--- src/rtl/regbank_pkg.sv ---
// Shared types and default sizes for the register bank and its read-side companion.
package regbank_pkg;

   localparam int DEF_BITS = 32;
   localparam int DEF_NUM  = 7;
   localparam int DEF_AW   = $clog2(DEF_NUM + 1);

   typedef enum logic [1:0] {
      IDLE   = 2'd0,
      SINGLE = 2'd1,
      DUMP   = 2'd2
   } state_t;

   typedef struct packed {
      logic [DEF_BITS-1:0] data;
      logic [DEF_AW-1:0]   addr;
      logic                last;
      logic                err;
   } beat_t;

endpackage

--- src/rtl/regbank_snapshot.sv ---
// Capture copy of the whole register bank, loaded in one cycle by a strobe.
module regbank_snapshot
   import regbank_pkg::*;
#(
   parameter int BITS = DEF_BITS,
   parameter int NUM  = DEF_NUM
) (
   input  logic            clk,
   input  logic            reset_n,
   input  logic            load,
   input  logic [BITS-1:0] d [NUM-1:0],
   output logic [BITS-1:0] q [NUM-1:0]
);

   logic [BITS-1:0] cap_reg [NUM-1:0];

   generate
      for (genvar gi = 0; gi < NUM; gi++) begin : g_cap
         always_ff @(posedge clk) begin
            if (!reset_n)
               cap_reg[gi] <= '0;
            else if (load)
               cap_reg[gi] <= d[gi];
         end
         assign q[gi] = cap_reg[gi];
      end
   endgenerate

endmodule

--- src/rtl/regbank_reader.sv ---
// Read-side server for the register bank: single reads and burst dumps over
// valid/ready request/response channels, optionally from an atomic snapshot.
module regbank_reader
   import regbank_pkg::*;
#(
   parameter int BITS     = DEF_BITS,
   parameter int NUM      = DEF_NUM,
   parameter int AW       = $clog2(NUM + 1),
   parameter int SNAPSHOT = 0
) (
   input  logic            clk,
   input  logic            reset_n,
   input  logic [BITS-1:0] q_in [NUM-1:0],
   input  logic            req_valid,
   output logic            req_ready,
   input  logic [AW-1:0]   req_addr,
   input  logic            req_dump,
   output logic            rsp_valid,
   input  logic            rsp_ready,
   output logic [BITS-1:0] rsp_data,
   output logic [AW-1:0]   rsp_addr,
   output logic            rsp_last,
   output logic            rsp_err,
   output logic            busy
);

   state_t          state_reg;
   logic [BITS-1:0] data_reg;
   logic [AW-1:0]   addr_reg;
   logic            valid_reg;
   logic            last_reg;
   logic            err_reg;

   logic [BITS-1:0] src [NUM-1:0];
   logic [BITS-1:0] acc_data;
   logic [BITS-1:0] next_data;
   logic [AW-1:0]   addr_next;
   logic            accept;
   logic            in_range;

   assign accept    = req_valid && (state_reg == IDLE);
   assign in_range  = req_addr < AW'(NUM);
   assign addr_next = addr_reg + AW'(1);

   // Later dump beats read either the frozen copy or the live bank.
   generate
      if (SNAPSHOT != 0) begin : g_snap
         logic [BITS-1:0] snap_q [NUM-1:0];

         regbank_snapshot #(
            .BITS (BITS),
            .NUM  (NUM)
         ) u_snapshot (
            .clk     (clk),
            .reset_n (reset_n),
            .load    (accept),
            .d       (q_in),
            .q       (snap_q)
         );

         for (genvar gi = 0; gi < NUM; gi++) begin : g_src
            assign src[gi] = snap_q[gi];
         end
      end else begin : g_live
         for (genvar gi = 0; gi < NUM; gi++) begin : g_src
            assign src[gi] = q_in[gi];
         end
      end
   endgenerate

   always_comb begin
      acc_data  = '0;
      next_data = '0;
      for (int i = 0; i < NUM; i++) begin
         if (req_addr == AW'(i))
            acc_data = q_in[i];
         if (addr_next == AW'(i))
            next_data = src[i];
      end
   end

   always_ff @(posedge clk) begin
      if (!reset_n) begin
         state_reg <= IDLE;
         valid_reg <= 1'b0;
         data_reg  <= '0;
         addr_reg  <= '0;
         last_reg  <= 1'b0;
         err_reg   <= 1'b0;
      end else begin
         case (state_reg)
            IDLE: begin
               if (req_valid) begin
                  valid_reg <= 1'b1;
                  addr_reg  <= req_addr;
                  if (!in_range) begin
                     data_reg  <= '0;
                     last_reg  <= 1'b1;
                     err_reg   <= 1'b1;
                     state_reg <= SINGLE;
                  end else if (!req_dump) begin
                     data_reg  <= acc_data;
                     last_reg  <= 1'b1;
                     err_reg   <= 1'b0;
                     state_reg <= SINGLE;
                  end else begin
                     data_reg  <= acc_data;
                     last_reg  <= (req_addr == AW'(NUM - 1));
                     err_reg   <= 1'b0;
                     state_reg <= DUMP;
                  end
               end
            end
            SINGLE: begin
               if (rsp_ready) begin
                  valid_reg <= 1'b0;
                  last_reg  <= 1'b0;
                  err_reg   <= 1'b0;
                  state_reg <= IDLE;
               end
            end
            DUMP: begin
               if (rsp_ready) begin
                  if (last_reg) begin
                     valid_reg <= 1'b0;
                     last_reg  <= 1'b0;
                     state_reg <= IDLE;
                  end else begin
                     addr_reg <= addr_next;
                     data_reg <= next_data;
                     last_reg <= (addr_next == AW'(NUM - 1));
                  end
               end
            end
            default: state_reg <= IDLE;
         endcase
      end
   end

   assign req_ready = (state_reg == IDLE);
   assign busy      = (state_reg != IDLE);
   assign rsp_valid = valid_reg;
   assign rsp_data  = data_reg;
   assign rsp_addr  = addr_reg;
   assign rsp_last  = last_reg;
   assign rsp_err   = err_reg;

endmodule
--- config.mk ---
export PLATFORM = sky130hd
export DESIGN_NAME = regbank_reader
export DESIGN_NICKNAME = d
export VERILOG_FILES = /design/src/rtl/regbank_pkg.sv /design/src/rtl/regbank_snapshot.sv /design/src/rtl/regbank_reader.sv
export SDC_FILE = /design/constraint.sdc
export NUM_CORES = 1
export LEC_CHECK = 0
export ABC_CLOCK_PERIOD_IN_PS = 2200
export BUFFER_PORTS_ARGS = -buffer_cell sky130_fd_sc_hd__buf_2
export CAP_MARGIN = 20
export CORE_UTILIZATION = 40
export DETAILED_ROUTE_END_ITERATION = 8
export GPL_ROUTABILITY_DRIVEN = 0
export HOLD_SLACK_MARGIN = 0.03
export PLACE_DENSITY = 0.7
export SETUP_SLACK_MARGIN = 0.05
export SLEW_MARGIN = 20
export SYNTH_ARGS = -nofsm -noshare
export SYNTH_HDL_FRONTEND = slang
export SYNTH_SLANG_ARGS = --single-unit
--- constraint.sdc ---
create_clock -name clk -period 2.2 [get_ports clk]
set_input_delay 0.11 -clock clk [delete_from_list [all_inputs] [get_ports clk]]
set_output_delay 0.11 -clock clk [all_outputs]
set_load 0.02 [all_outputs]
* Word level (Yosys, flattened, before mapping)
Index checks and enable logic that the tools add are counted.
Cells by class: add/subtract/negate cells 1, multipliers 0, divide/modulo/power cells 0, $lt $le $gt $ge 1, eq/ne operators 19, shift-type cells 0, muxes and demuxes 44, bitwise operators 0, reduce and logical (&&, ||, !) cells 12
Operators by type and width (count):
- 2-to-1 mux 32 bit | 18
- case mux 32 bit (2 select lines) | 1
- equality test 3 bit (second input constant) | 6
- equality test 3 x 2 -> 1 bit (second input constant) | 4
- 2-to-1 mux 2 bit | 6
- AND reduction 4 bit | 3
- 2-to-1 mux 1 bit | 11
- inequality test 2 bit (second input constant) | 5
- 2-to-1 mux 3 bit | 3
- equality test 3 x 1 -> 1 bit (second input constant) | 2
- logical NOT 3 bit | 2
- case mux 1 bit (3 select lines) | 2
- case mux 2 bit (3 select lines) | 1
- case mux 3 bit (2 select lines) | 1
- nonzero test 2 bit | 3
- AND reduction 5 bit | 1
- adder 3 x 1 -> 3 bit (second input constant) | 1
- less-than comparator 3 bit (second input constant) | 1
- AND reduction 3 bit | 1
- nonzero test 3 bit | 1
- equality test 2 x 1 -> 1 bit (second input constant) | 1
- equality test 2 bit (second input constant) | 1
- logical NOT 2 bit | 1
- case mux 1 bit (2 select lines) | 1
Storage, ports and cells: register bits 40, bits in latches 0, memory bits (writable) 0, ROM bits 0, bits of input ports 232, output and inout bits 40, word-level logic and storage cells 83, memories kept 0

* Longest topological paths before layout
Gate-level depths: netlist (run 1).
depth in word-level cells 12, mapped depth 10

* Worst setup path before layout (run 1)
No wires, ideal clock.
path type reg-to-reg, start point register addr_reg[0], in the netlist rsp_addr[0], end point register data_reg[10], in the netlist rsp_data[10], data arrival time 2.034 ns, data required time 2.078 ns, path slack 0.044 ns, stages on the path, launching flop included 10, clock period less this slack 2.156 ns, cell sequence dfxtp_1 -> inv_1 -> ha_1 -> buf_2 -> buf_4 -> buf_2 -> a21oi_1 -> o21ai_0 -> a221o_1 -> a221o_1
On the way: longest elaborated chain between the ends 12, elaborated cells between the ends (all ways) 18, classes of those cells add/sub (1); eq/ne (6); mux (10); reduce/logical (1)
RTL lines:
- start, declared | RTL line regbank_reader.sv:29 | logic [AW-1:0] addr_reg;
- start signal, assigned | RTL line regbank_reader.sv:95 | addr_reg <= req_addr;
- start signal, assigned | RTL line regbank_reader.sv:129 | addr_reg <= addr_next;
- adder 3 x 1 -> 3 bit (*) | RTL line regbank_reader.sv:43 | assign addr_next = addr_reg + AW'(1);
- logical NOT 3 bit | RTL line regbank_reader.sv:77 | if (addr_next == AW'(i))
- 2-to-1 mux 32 bit (6 in a row) | RTL line regbank_reader.sv:77
- 2-to-1 mux 32 bit (*) | RTL line regbank_reader.sv:77
- 2-to-1 mux 32 bit (*) | RTL line regbank_reader.sv:124 | if (last_reg) begin
- 2-to-1 mux 32 bit (*) | RTL line regbank_reader.sv:123 | if (rsp_ready) begin
- case mux 32 bit (2 select lines) (*) | RTL line regbank_reader.sv:91 | case (state_reg)
- end signal, assigned | RTL line regbank_reader.sv:102 | data_reg <= acc_data;
- end signal, assigned | RTL line regbank_reader.sv:107 | data_reg <= acc_data;
- end signal, assigned | RTL line regbank_reader.sv:130 | data_reg <= next_data;
- end, declared | RTL line regbank_reader.sv:28 | logic [BITS-1:0] data_reg;
Every way passes the cells marked *; elsewhere a longest branch is shown, timed or not. The select of a mux whose other input is x is not followed. A chain may end at the register's enable or synchronous reset.

* Final worst setup path (run 1)
start point register state_reg[0], end point register data_reg[15], in the netlist rsp_data[15]
On the way: longest elaborated chain between the ends 3, elaborated cells between the ends (all ways) 8, classes of those cells eq/ne (4); mux (1); reduce/logical (3)
RTL lines:
- start, declared | RTL line regbank_reader.sv:27 | state_t state_reg;
- start signal, assigned | RTL line regbank_reader.sv:84 | state_reg <= IDLE;
- start signal, assigned | RTL line regbank_reader.sv:100 | state_reg <= SINGLE;
- start signal, assigned | RTL line regbank_reader.sv:105 | state_reg <= SINGLE;
- equality test 2 bit / logical NOT 2 bit (equally long branches) | RTL line regbank_reader.sv:91
- inequality test 2 bit (no source line) / nonzero test 2 bit (equally long branches)
- AND reduction 4 bit (no source line)
Several ways; a longest one is shown, not always the timed one.

==> results of run 1 <==
[power groups by stage]
stage               clock network [mW]  registers, mW  logic [mW]
detailed placement                   0          0.946        3.26
CTS                              0.815          0.934        3.27
global placement                     0          0.949        3.22
global route                     0.837          0.952        3.64
finish                           0.806          0.939        3.37
floorplan                            0           1.06        2.04
[per-layer routing]
metal	up-vias	wire, um	GRT usage [%]
met2	446	11200	48.1
li1	3504	-	-
met5	-	0	0
met3	49	2030	4.62
met4	0	558	9.86
met1	3498	9570	36.7
[metrics by stage]
stage                     instances  instance area [um^2]
final                          1204                  7860
after global routing           1204                  7860
after CTS                      1198                  7780
after detailed placement       1191                  7630
after global placement         1191                  7630
after floorplan                 789                  5930
[cells in the mapped netlist, drive strengths merged (32+ instances only)]
cell type and instances:
clkbuf 51, o21ai 41, dfxtp 40, a221o 94
nand2 70, a221oi 32, inv 73, a211oi 35
nor2 67, a21oi 102, buf 41
[worst max-delay path: cells and delay by family, from the launching register on]
kind,cells,cell delay [ps]
compound gates,2,390
simple gates,2,320
fa+ha+maj,1,270
flops,1,330
buf+inv,3,580
[worst max-delay path by stage]
stage	cells after the start	slack [ps]	endpoint
after floorplan	9	80	rsp_data[10]$_SDFFE_PN0P_
after CTS	6	110	rsp_data[5]$_SDFFE_PN0P_
after global placement	6	170	rsp_data[29]$_SDFFE_PN0P_
after detailed placement	6	140	rsp_data[26]$_SDFFE_PN0P_
after global routing	9	70	rsp_data[15]$_SDFFE_PN0P_
final	8	200	rsp_data[15]$_SDFFE_PN0P_
[cells by family after synthesis]
logic type / count (synthesis)
xor gates and xnor gates: 2
adders and majority gates: 9
and+or+nand+nor: 163
muxes: 63
buffers and inverters: 165
DFF: 40
AOI/OAI and AO/OA: 347
[layout make-up]
type,count,area [um^2],share of cell area [%]
Multi-Input combinational cell,585,4540,57.7
Clock buffer,7,153,1.94
Timing Repair Buffer,315,1860,23.7
Inverter,73,274,3.49
Tap cell,184,230,2.93
Sequential cell,40,803,10.2
[repair_timing]
item / in CTS / in global routing
endpoints found under the setup margin: 0 / 32
setup buffers: 0 / 3
endpoints found under the hold margin: 0 / 0
resized for setup: 0 / 9
==> results.toml, run 1 <==
[floorplanning]
row_count = 44
die_w_um = 124
die_h_um = 124
start_util_pct = 40.9
dieArea_um2 = 15300
io-pin-count = 272
core_area_um2 = 14500

[synthesis]
synthesis.instances = 789
syn_area_per_cell_um2 = 7.51
synth_top_family_by_area = "compound AO/OA/AOI/OAI gates"
netlist_area_um2 = 5920
synth_top_area_share_pct = 15.9
synth-edff-count = 0
ys_seq_area_share_pct = 13.5
synthAdderAreaFrac_pct = 1.90
synth_compound_area_share_pct = 42.8
yosys_warnings = 0
async_reset_ff_share_pct = 0
muxShareOfSynthArea_pct = 17.8
synth_top_area_cell = "a221o_1"
synthSimpleGateAreaFrac_pct = 11.6
synthXorXnorAreaFrac_pct = 0.422
yosysUniqueCellTypes = 44
synth_area_leaders = "a221o_1, dfxtp_1, mux4_2"
synth_seq_cells = 40
synthFlopType = "dfxtp_1"
syn_nets = 1030

[power]
swShare_pct = 45.1
powerDensity_nw_per_um2 = 650
ir_worst_vdd_v = 0.000394
p_leak_nw = 3.63
pwr-share-clk_pct = 15.8
p_total_mw = 5.11
p_switching_mw = 2.31
p_seq_share_pct = 18.4
p_int_mw = 2.81
power_frac_comb_pct = 65.9

[timing]
maxSlewViolCount = 0
max_freq_mhz = 499
tns_ps = 0
clock_skew_ps = 6.04
whs_ps = 93.8
fin_ws_ps = 197
hold_viol = 0
tightest_slew_ps = 935
period_share_pct = 91.1
relSlewSlack_pct = 37.6
setup_viol = 0
min_period_ps = 2000
rsz0062_at_grt = "no"

[min_path]
min_from = "rsp_ready"
hold_depth = 2
hold_path_end = "rsp_err$_SDFFE_PN0P_"
worstHoldPathType = "input pin to register"

[run]
cap_viol_max_count = 0

[clock_tree]
cts.sinks = 40
clock_path_buffers = 2
tritoncts = "done"
clockRootBuffer = "clkbuf_16"
clk_pin_slew_ps = 60
htreeDepth = 2
cts_hold_buf = 0
numCtsBuffers = 5
clkLatencyLatePin_ps = 290

[grt]
grt-ovfl-total = 0
grt.total_usage_pct = 28.5
grt_pass1_wl_um = 34500
first_global_vias = 6801
grt_max_degree = 40
grt_antenna_before_repair = 0

[route]
drc = 0
firstDrtPassIters = 7
post_drt_wl_per_cell_um = 19.4
drt_iter0_markers = 557
antenna_left = 0
num_vias = 7497
viasPerCell = 6.23
routed_wl_um = 23300

[critical_path]
slowest_delay_ps = 330
crit_required_ps = 2380
path_cells = "inv_1 > ha_2 > nand2b_1 > nand4_1 > buf_4 > buf_2 > a221oi_1 > a221o_1"
critPathLaunchType = "register"
cp-end-kind = "register"
cp_data_arrival_time_ps = 2180
cp_slowest_cell = "dfxtp_1"
r2r_slack_ps = 200
critical_path_class = "register to register"
crit_start = "state_reg[0]$_SDFFE_PN0P_"
r2r_cells = 8
cp_max_fo = 8
rr_endpoint = "rsp_data[15]$_SDFFE_PN0P_"
reg2reg_from = "state_reg[0]$_SDFFE_PN0P_"

[placed_design]
hpwl_um = 16400
io_buffers = 271
place_ws_ps = 138

[cells_and_area]
syn_to_final_growth_pct = 32.7
num-nets-final = 1261
largest_reg_flops = 32
num-fill-cells = 1418
layout_commonest_cell = "buf_2"
diodes = 0
final_layout_size_suffix_gt1_share_pct = 39.7
utilization_pct = 54.3
final_cell_mix = "buf_2, a21oi_1, a221o_1"

[outcome]
status = "finished clean"
Power figures use the tool's default switching activity.
==> run 2: changes to the inputs <==
--- a/config.mk
+++ b/config.mk
@@ -6,7 +6,7 @@
 export NUM_CORES = 1
 export LEC_CHECK = 0
 export ABC_CLOCK_PERIOD_IN_PS = 2200
-export BUFFER_PORTS_ARGS = -buffer_cell sky130_fd_sc_hd__buf_2
+export BUFFER_PORTS_ARGS = -buffer_cell sky130_fd_sc_hd__buf_4
 export CAP_MARGIN = 20
 export CORE_UTILIZATION = 40
 export DETAILED_ROUTE_END_ITERATION = 8
==> results.toml, run 2 (synthesis results as in run 1) <==
[placed_design]
hpwl_um = 16900
io_buffers = 271
place_area_um2 = 8220

[cells_and_area]
post-route-cell-area_um2 = 8440
final_layout_size_suffix_gt1_share_pct = 38.8
syn_to_final_growth_pct = 42.4
largest_reg_flops = 32
num-fill-cells = 1368
diodes = 0
multi_input_area_um2 = 4530
layout_commonest_cell = "buf_4"
num-nets-final = 1254
final_cell_mix = "buf_4, a21oi_1, a221o_1"
utilization_pct = 58.3
seq_area_um2 = 802

[route]
antenna_left = 0
drc = 0
viasPerCell = 6.31
num_vias = 7565
routed_wl_um = 24500
post_drt_wl_per_cell_um = 20.5
drt_iter0_markers = 765
firstDrtPassIters = 7

[timing]
period_share_pct = 93.3
setup_viol = 0
tightest_slew_ps = 772
rsz0062_at_grt = "yes"
hold_viol = 0
maxSlewViolCount = 0
max_freq_mhz = 487
relSlewSlack_pct = 48.5
tns_ps = 0
clock_skew_ps = 3.16
min_period_ps = 2050

[critical_path]
cp_data_arrival_time_ps = 2300
critical_path_class = "register to register"
cp_max_fo = 20
critPathLaunchType = "register"
cp-end-kind = "register"
crit_required_ps = 2440
crit_start = "rsp_addr[1]$_SDFFE_PN0P_"
r2r_slack_ps = 150
reg2reg_from = "rsp_addr[1]$_SDFFE_PN0P_"
r2r_cells = 7
rr_endpoint = "rsp_data[31]$_SDFFE_PN0P_"

[min_path]
min_from = "rsp_ready"
hold_path_end = "rsp_err$_SDFFE_PN0P_"
hold_depth = 2
worstHoldPathType = "input pin to register"

[run]
cap_viol_max_count = 0

[grt]
grt_pass1_wl_um = 37000
grt_antenna_before_repair = 0
grt_max_degree = 71
grt.total_usage_pct = 30.9
grt-ovfl-total = 0
first_global_vias = 7173

[outcome]
status = "finished clean"

[clock_tree]
clk_pin_slew_ps = 70
numCtsBuffers = 5
clockRootBuffer = "clkbuf_16"
clock_path_buffers = 2
tritoncts = "done"
htreeDepth = 2
clkLatencyLatePin_ps = 290
cts.sinks = 40

[power]
p_total_mw = 5.29
powerDensity_nw_per_um2 = 627
p_leak_nw = 3.80
ir_worst_vdd_v = 0.000482

[floorplanning]
start_util_pct = 40.9
io-pin-count = 272
die_h_um = 124
core_area_um2 = 14500
dieArea_um2 = 15300
die_w_um = 124
row_count = 44
==> run 2: worst max-delay path by stage <==
stage               slack [ps]                         to  cells past startpoint
floorplan                   80  rsp_data[10]$_SDFFE_PN0P_                      9
global route                20  rsp_data[31]$_SDFFE_PN0P_                      8
global placement           150  rsp_data[31]$_SDFFE_PN0P_                      7
detailed placement         110  rsp_data[12]$_SDFFE_PN0P_                      6
finish                     150  rsp_data[31]$_SDFFE_PN0P_                      7
CTS                         90  rsp_data[12]$_SDFFE_PN0P_                      6
==> run 2: layer usage <==
| metal | part of all wire, % | GRT usage [%] | routed length, um |
|---|---|---|---|
| met1 | 41 | 40.0 | 9990 |
| met3 | 8.7 | 3.80 | 2120 |
| met4 | 3.0 | 12.7 | 744 |
| met5 | 0 | 0 | 0 |
| met2 | 48 | 51.6 | 11700 |
==> run 2: critical path: stages (launching register included) <==
cell	delay, ps
dfxtp_1	420
ha_2	360
buf_4	180
xnor2_4	140
buf_6	260
a21oi_1	60
a221oi_1	360
a221o_1	200
==> run 2: cell type report <==
type                    count  share of cell area [%]
flip-flops and latches     40                    9.51
inverters                  73                    3.25
clock inverters             2                   0.415
clock buffers               6                    1.53
multi-input cells         586                    53.7
well taps                 184                    2.73
repair buffers            307                    28.8
==> run 2: stage by stage <==
stage                     setup slack, ps  cells  hold WS, ps
after floorplan                      78.2    789          223
after global placement                152   1187          360
after detailed placement              114   1187          354
after CTS                            95.0   1195         41.1
after global routing                 20.2   1198         53.8
final                                 148   1198         50.5
==> run 2: power by group <==
part / total [mW] / internal (mW) / switching (mW) / leakage, nW
logic: 3.46 / 1.58 / 1.88 / 3.39
registers: 0.942 / 0.840 / 0.101 / 0.329
clock network: 0.886 / 0.536 / 0.350 / 0.0808
total: 5.29 / 2.96 / 2.33 / 3.80
==> run 2: what timing repair did <==
action,CTS,global route
setup endpoints to repair,0,31
buffers inserted,0,1
gates resized for setup,0,4
hold buffers,0,0
